--- config.mk ---
export PLATFORM = sky130hd
export DESIGN_NAME = mtimer_flat
export DESIGN_NICKNAME = d
export VERILOG_FILES = /design/src/rtl/mtimer_pkg.sv /design/src/rtl/mtimer_if.sv /design/src/rtl/mtimer_prescaler.sv /design/src/rtl/mtimer.sv /design/src/flat_wrapper.sv
export SDC_FILE = /design/constraint.sdc
export NUM_CORES = 1
export LEC_CHECK = 0
export CAP_MARGIN = 0
export CORE_ASPECT_RATIO = 0.75
export CORE_MARGIN = 2
export CORE_UTILIZATION = 60
export DETAILED_ROUTE_END_ITERATION = 16
export MAX_ROUTING_LAYER = met4
export PLACE_DENSITY = 0.81
export SLEW_MARGIN = 20
export SYNTH_ARGS = -nofsm -noshare
export SYNTH_HDL_FRONTEND = slang
export SYNTH_SLANG_ARGS = --single-unit
--- constraint.sdc ---
create_clock -name clk -period 5.2 [get_ports clk]
set_input_delay 0.52 -clock clk [delete_from_list [all_inputs] [get_ports clk]]
set_output_delay 0.52 -clock clk [all_outputs]
set_load 0.02 [all_outputs]
--- src/rtl/mtimer_pkg.sv ---
`default_nettype none
// ============================================================================
//  Module      : mtimer_pkg
//  Description : Shared constants, types and helpers for the machine-mode
//                timer (address map, reset values, platform base address).
//  Revision    : 1.0 - initial release
// ============================================================================
package mtimer_pkg;

    typedef logic [1:0] mtimer_addr_t;

    // Word offsets inside the timer window
    localparam mtimer_addr_t MTIMER_MTIME_LO = 2'd0;
    localparam mtimer_addr_t MTIMER_MTIME_HI = 2'd1;
    localparam mtimer_addr_t MTIMER_CMP_LO   = 2'd2;
    localparam mtimer_addr_t MTIMER_CMP_HI   = 2'd3;

    // mtimecmp resets to the maximum so no interrupt fires out of reset
    localparam logic [63:0] MTIMER_CMP_RST = 64'hFFFF_FFFF_FFFF_FFFF;

    // Platform base address matched by the data-bus decoder
    localparam logic [31:0] MTIMER_BASE_ADDR = 32'h0200_0000;

    // Replace one 32-bit half of a 64-bit register
    function automatic logic [63:0] mtimer_set_half(input logic [63:0] v,
                                                    input logic        hi,
                                                    input logic [31:0] d);
        return hi ? {d, v[31:0]} : {v[63:32], d};
    endfunction

endpackage
`default_nettype wire

--- src/rtl/mtimer_if.sv ---
`default_nettype none
// ============================================================================
//  Module      : mtimer_if
//  Description : Simple memory-mapped data bus between the core (master) and
//                the timer (slave). No wait states, one access per cycle.
//  Signals     : cs_n  - chip select, active low
//                we_n  - write enable, active low, qualified by cs_n
//                addr  - word offset within the timer window
//                wdata - write data
//                rdata - registered read data (one-cycle latency)
//  Revision    : 1.0 - initial release
// ============================================================================
interface mtimer_if;
    import mtimer_pkg::*;

    logic         cs_n;
    logic         we_n;
    mtimer_addr_t addr;
    logic [31:0]  wdata;
    logic [31:0]  rdata;

    modport master (output cs_n, we_n, addr, wdata, input  rdata);
    modport slave  (input  cs_n, we_n, addr, wdata, output rdata);

endinterface
`default_nettype wire

--- src/rtl/mtimer_prescaler.sv ---
`default_nettype none
// ============================================================================
//  Module      : mtimer_prescaler
//  Description : Free-running divide-by-DIV counter producing a one-cycle
//                tick every DIV clocks. DIV=1 ticks every cycle.
//  Ports       : clk    - clock
//                rst    - synchronous active-high reset (count -> 0)
//                o_tick - high in the cycle the count equals DIV-1
//  Parameters  : DIV    - clocks per tick, 1..65535
//  Revision    : 1.0 - initial release
// ============================================================================
module mtimer_prescaler #(
    parameter int unsigned DIV = 1
) (
    input  wire logic clk,
    input  wire logic rst,
    output logic      o_tick
);

    localparam logic [15:0] c_LAST = 16'(DIV - 1);

    logic [15:0] r_count;

    assign o_tick = (r_count == c_LAST);

    always_ff @(posedge clk) begin
        if (rst) begin
            r_count <= 16'd0;
        end else if (o_tick) begin
            r_count <= 16'd0;
        end else begin
            r_count <= r_count + 16'd1;
        end
    end

endmodule
`default_nettype wire

--- src/rtl/mtimer.sv ---
`default_nettype none
// ============================================================================
//  Module      : mtimer
//  Description : Machine-mode timer. 64-bit free-running mtime and 64-bit
//                mtimecmp, word-accessible over the simple data bus. Drives
//                the active-low timer interrupt ti_n while mtime >= mtimecmp.
//  Ports       : clk  - clock
//                rst  - synchronous active-high reset
//                bus  - mtimer_if.slave (cs_n, we_n, addr, wdata, rdata)
//                ti_n - registered timer interrupt request, active low
//  Parameters  : DIV  - clocks per mtime increment, 1..65535
//  Options     : MTIMER_HI_LATCH_EN - reading mtime lo snapshots mtime hi
//                into a shadow that a following hi read returns, making a
//                lo-then-hi read pair atomic.
//  Revision    : 1.0 - initial release
// ============================================================================
module mtimer
    import mtimer_pkg::*;
#(
    parameter int unsigned DIV = 1
) (
    input  wire logic clk,
    input  wire logic rst,
    mtimer_if.slave   bus,
    output logic      ti_n
);

    logic        w_tick;
    logic        w_wr;
    logic        w_rd;
    logic [63:0] r_mtime;
    logic [63:0] r_mtimecmp;
    logic [63:0] w_mtime_next;
    logic [63:0] w_cmp_next;
    logic [31:0] r_rdata;
    logic [31:0] w_rd_val;

    mtimer_prescaler #(
        .DIV    (DIV)
    ) u_prescaler (
        .clk    (clk),
        .rst    (rst),
        .o_tick (w_tick)
    );

    assign w_wr = ~bus.cs_n & ~bus.we_n;
    assign w_rd = ~bus.cs_n &  bus.we_n;

    // Next-state of both registers. A write to either mtime half replaces
    // the whole increment for that cycle, so no carry leaks into the other
    // half; the prescaler keeps running regardless.
    always_comb begin
        w_mtime_next = r_mtime + {63'd0, w_tick};
        w_cmp_next   = r_mtimecmp;
        if (w_wr) begin
            case (bus.addr)
                MTIMER_MTIME_LO,
                MTIMER_MTIME_HI: w_mtime_next = mtimer_set_half(r_mtime, bus.addr[0], bus.wdata);
                default:         w_cmp_next   = mtimer_set_half(r_mtimecmp, bus.addr[0], bus.wdata);
            endcase
        end
    end

`ifdef MTIMER_HI_LATCH_EN
    logic [31:0] r_shadow;

    always_ff @(posedge clk) begin
        if (rst) begin
            r_shadow <= 32'd0;
        end else if (w_rd && (bus.addr == MTIMER_MTIME_LO)) begin
            r_shadow <= r_mtime[63:32];
        end
    end
`endif

    // Read mux works on pre-edge values, before this cycle's tick
    always_comb begin
        w_rd_val = 32'd0;
        case (bus.addr)
            MTIMER_MTIME_LO: w_rd_val = r_mtime[31:0];
`ifdef MTIMER_HI_LATCH_EN
            MTIMER_MTIME_HI: w_rd_val = r_shadow;
`else
            MTIMER_MTIME_HI: w_rd_val = r_mtime[63:32];
`endif
            MTIMER_CMP_LO:   w_rd_val = r_mtimecmp[31:0];
            default:         w_rd_val = r_mtimecmp[63:32];
        endcase
    end

    // Compare on post-update values so ti_n moves in the same edge as the
    // write or tick that changes the condition.
    always_ff @(posedge clk) begin
        if (rst) begin
            r_mtime    <= 64'd0;
            r_mtimecmp <= MTIMER_CMP_RST;
            r_rdata    <= 32'd0;
            ti_n       <= 1'b1;
        end else begin
            r_mtime    <= w_mtime_next;
            r_mtimecmp <= w_cmp_next;
            if (w_rd) begin
                r_rdata <= w_rd_val;
            end
            ti_n       <= ~(w_mtime_next >= w_cmp_next);
        end
    end

    assign bus.rdata = r_rdata;

endmodule
`default_nettype wire

--- src/flat_wrapper.sv ---
// flat-port wrapper written by rule: the top's interface ports become plain ports
module mtimer_flat import mtimer_pkg::*;
#(
    parameter int unsigned DIV = 1
)
  (clk, rst, ti_n, bus_cs_n, bus_we_n, bus_addr, bus_wdata, bus_rdata);
  mtimer_if bus_i ();
  input  wire logic clk;
  input  wire logic rst;
  output logic ti_n;
  input wire logic [$bits(bus_i.cs_n)-1:0] bus_cs_n;
  input wire logic [$bits(bus_i.we_n)-1:0] bus_we_n;
  input wire logic [$bits(bus_i.addr)-1:0] bus_addr;
  input wire logic [$bits(bus_i.wdata)-1:0] bus_wdata;
  output wire logic [$bits(bus_i.rdata)-1:0] bus_rdata;
  assign bus_i.cs_n = bus_cs_n;
  assign bus_i.we_n = bus_we_n;
  assign bus_i.addr = bus_addr;
  assign bus_i.wdata = bus_wdata;
  assign bus_rdata = bus_i.rdata;
  mtimer #(.DIV(DIV)) u_core (.clk(clk), .rst(rst), .bus(bus_i), .ti_n(ti_n));
endmodule
==> impl_metrics.env <==
export IMPL_status="completed"
export IMPL_antenna_found_initial=1
export IMPL_max_freq_mhz=207.6
export IMPL_fin_nets=1344
export IMPL_area_growth_pct=14.35
export IMPL_place_gp_congestion=0.9877
export IMPL_htree_levels=4
export IMPL_syn_nets=1299
export IMPL_setup_slack_ns=0.3834
export IMPL_fp_dieArea_mm2=0.01839
export IMPL_hold_depth=2
export IMPL_antenna_left=0
export IMPL_ctsResizeCount=0
export IMPL_crit_path_end_kind="flip-flop"
export IMPL_rsz0062_at_grt="no"
export IMPL_track_usage_pct=36.37
export IMPL_drc=0
export IMPL_clkSlewWorstSetupHoldPaths_ns=0.07
export IMPL_pin_count=71
export IMPL_tightest_slew_ns=0.9602
export IMPL_worst_path_most_repeated_cell="ha_1"
export IMPL_r2r_cells=18
export IMPL_die_w_um=155.9
export IMPL_dpl_instance_area_mm2=0.01131
export IMPL_clock_sinks=177
export IMPL_post_cts_buffers=0
export IMPL_synth_main_ff_cell="dfxtp_1"
export IMPL_drive_above_1_share_pct=9.273
export IMPL_ys_seq_elements=177
export IMPL_path_max_fanout=9
export IMPL_worstSetupStartpointType="flip-flop"
export IMPL_firstDrtPassIters=5
export IMPL_cts_tree="yes"
export IMPL_critPathBufInv=1
export IMPL_place_worst_setup_slack_ns=0.5507
export IMPL_synth_warnings=0
export IMPL_netlist_area_mm2=0.01038
export IMPL_fin_area_mm2=0.01188
export IMPL_routed_wl_mm=32.01
export IMPL_synth_distinct_cells=72
export IMPL_hpwl_mm=22.39
export IMPL_crit_arrival_ns=5.10
export IMPL_vias=9761
export IMPL_path_depth=18
export IMPL_synth_cells=1193
export IMPL_slowest_stage="nor4_1"
export IMPL_clock_path_buffers=2
export IMPL_dieHeight_um=117.9
export IMPL_via_per_inst=6.654
export IMPL_clock_latency_ns=0.44
export IMPL_maxCapViolCount=0
export IMPL_synth_edff_count=0
export IMPL_required_ns=5.48
export IMPL_setup_viol=0
export IMPL_drtIter0Drc=1166
export IMPL_finalCritPeriodShare_pct=92.63
export IMPL_setup_tns_ns=0
export IMPL_critical_path_cell_chain="inv_1, ha_1, nor4b_1, and4_1, ha_1, nand4_1, nor4_1, nand4_2, nor4b_2, mux2_2, nor2_1, ha_1, nand4_1, nor4_1, a221oi_1, o21ai_0, a22o_1, a41oi_1"
export IMPL_hold_class="flip-flop to flip-flop"
export IMPL_grt_pass1_vias=9060
export IMPL_finalHoldViolCount=0
export IMPL_async_reset_ff_share_pct=0
export IMPL_post_route_min_period_ns=4.817
export IMPL_crit_family="simple AND/OR/NAND/NOR gates"
export IMPL_grt_pass1_wl_mm=50.87
export IMPL_irDropWorstVdd_mv=0.2055
export IMPL_ctsHoldBuffers=0
export IMPL_power_density_mw_per_mm2=263.1
export IMPL_io_buffers=70
export IMPL_maxSlewHeadroom_pct=35.98
export IMPL_crit_path_max_incr_delay_ns=0.50
export IMPL_fin_skew_ns=0.01152
export IMPL_cts_made_buffers=17
export IMPL_critPathKind="flip-flop to flip-flop"
export IMPL_avgSynthCellArea_um2=8.705
export IMPL_p_leak_uw=0.004491
export IMPL_overflow=0
export IMPL_grt_max_degree=74
export IMPL_core_rowCount=41
export IMPL_finalMaxSlewViolations=0
export IMPL_yosysSeqAreaShare_pct=34.12
export IMPL_core_mm2=0.01688
export IMPL_start_util_pct=61.53
export IMPL_cts_root_buffer="clkbuf_16"
export IMPL_wire_per_inst_um=21.82
[through the flow]
stage / hold WS, ns / power, uW / util [%] / cells
3_5_place_dp: 0.4453 / 1872 / 67.00 / 1434
4_1_cts: 0.4544 / 3116 / 70.35 / 1466
3_3_place_gp: 0.4405 / 1866 / 67.00 / 1434
6_report: 0.4520 / 3124 / 70.36 / 1467
2_1_floorplan: 0.4535 / 1715 / - / 1193
5_1_grt: 0.4717 / 3215 / 70.36 / 1467
[state kept, by name, summed over array words and instances, names as in the netlist]
register / count
u_core.r_mtime: 64
u_core.ti_n: 1
u_core.u_prescaler.r_count: 16
u_core.bus.rdata: 32
u_core.r_mtimecmp: 64
[logic make-up (layout without fill, tap and decap cells)]
kind of cell	count (synthesis)	in the layout	synth area share, %
adders and majority gates	68	68	8.193
DFF	177	177	34.12
AOI/OAI and AO/OA	197	197	12.13
other	0	1	0
muxes	109	109	14.42
xor gates and xnor gates	19	19	1.602
and+or+nand+nor	542	542	26.49
buffers and inverters	81	139	3.036
[power breakdown]
| group | switching [uW] | leakage [uW] | total [uW] | internal (uW) |
|---|---|---|---|---|
| Sequential | 48.1 | 0.00144 | 1450 | 1400 |
| Clock | 580 | 0.000280 | 1270 | 690 |
| Combinational | 228 | 0.00277 | 405 | 177 |
| Total | 856 | 0.00449 | 3120 | 2270 |
[Yosys cell counts, types with 5 or more instances]
cell type  number  area, um2
nand3_1        42      210.2
a211oi_1       29      217.7
xnor2_1         5      43.79
mux2i_1        72      720.7
nor3_1         39      195.2
nand4_1        35      219.0
inv_1          12      45.04
nor2_1        103      386.6
clkbuf_1       49      183.9
and3_1         15      93.84
and4_1         12      105.1
nor4_1         27      168.9
xor2_1         14      122.6
mux4_2         32      720.7
a31oi_1         6      37.54
nor2b_1         6      37.54
dfxtp_1       177       3543
a311oi_1       10      87.58
o21a_1          5      37.54
and2_1         32      200.2
ha_1           68      850.8
or3_1           8      50.05
a21oi_1        75      375.4
a22oi_1         5      37.54
a221oi_1        5      43.79
o22ai_1         7      43.79
buf_2           9      45.04
o21ai_0        24      120.1
nand2_1       186      698.2
buf_1           9      33.78
[worst min-delay path, delay by kind of cell (launching register included)]
| family | cells | cell delay, ns |
|---|---|---|
| AOI/OAI and AO/OA | 1 | 0.05 |
| DFF | 1 | 0.31 |
| and+or+nand+nor | 1 | 0.05 |
[routing by layer]
layer / up-vias / share of wire (%) / global-route usage [%]
li1: 4493 / - / -
met1: 4642 / 45 / 52.08
met2: 563 / 42 / 51.11
met3: 63 / 11 / 7.585
met4: 0 / 2.5 / 12.10
met5: - / 0 / -
[layout by cell type, fill, tap and decap left out, drive strengths merged, types with 4 or more instances in the layout]
master / Yosys / layout
clkdlybuf4s50: 0 / 67
a41oi: 4 / 4
and2: 32 / 32
and4: 12 / 12
o21ai: 27 / 27
xor2: 14 / 14
buf: 18 / 26
or3: 8 / 8
nor3: 40 / 40
nor2b: 6 / 6
mux2i: 72 / 72
nand4: 38 / 38
xnor2: 5 / 5
clkbuf: 49 / 21
a221oi: 5 / 5
or2: 6 / 6
o21a: 5 / 5
mux2: 5 / 5
dfxtp: 177 / 177
mux4: 32 / 32
nor4b: 5 / 5
nand2: 186 / 186
clkinv: 2 / 7
and3: 15 / 15
o22ai: 7 / 7
nor4: 33 / 33
nor2: 105 / 105
a21oi: 75 / 75
a311oi: 10 / 10
ha: 68 / 68
a22oi: 5 / 5
a211oi: 29 / 29
inv: 12 / 16
a31oi: 6 / 6
nand2b: 4 / 4
nand3: 42 / 42
[worst paths after layout]
| path | start | endpoint | slack (ns) |
|---|---|---|---|
| hold / removal | u_core.bus.rdata[3] | u_core.bus.rdata[3] | 0.45 |
| setup / recovery | u_core.u_prescaler.r_count[0] | u_core.ti_n | 0.38 |
| setup reg to reg | u_core.u_prescaler.r_count[0] | u_core.ti_n | 0.38 |
| hold reg to reg | u_core.bus.rdata[3] | u_core.bus.rdata[3] | 0.45 |
[final cells by class]
class | instances | area (um2)
Antenna cell | 1 | 2.502
Clock buffer | 21 | 460.4
Clock inverter | 11 | 103.9
Fill cell | 1316 | 5002
Inverter | 14 | 52.55
Multi-Input combinational cell | 935 | 6560
Sequential cell | 177 | 3543
Tap cell | 215 | 269.0
Timing Repair Buffer | 93 | 883.3
(Power assumes the default switching activity.)
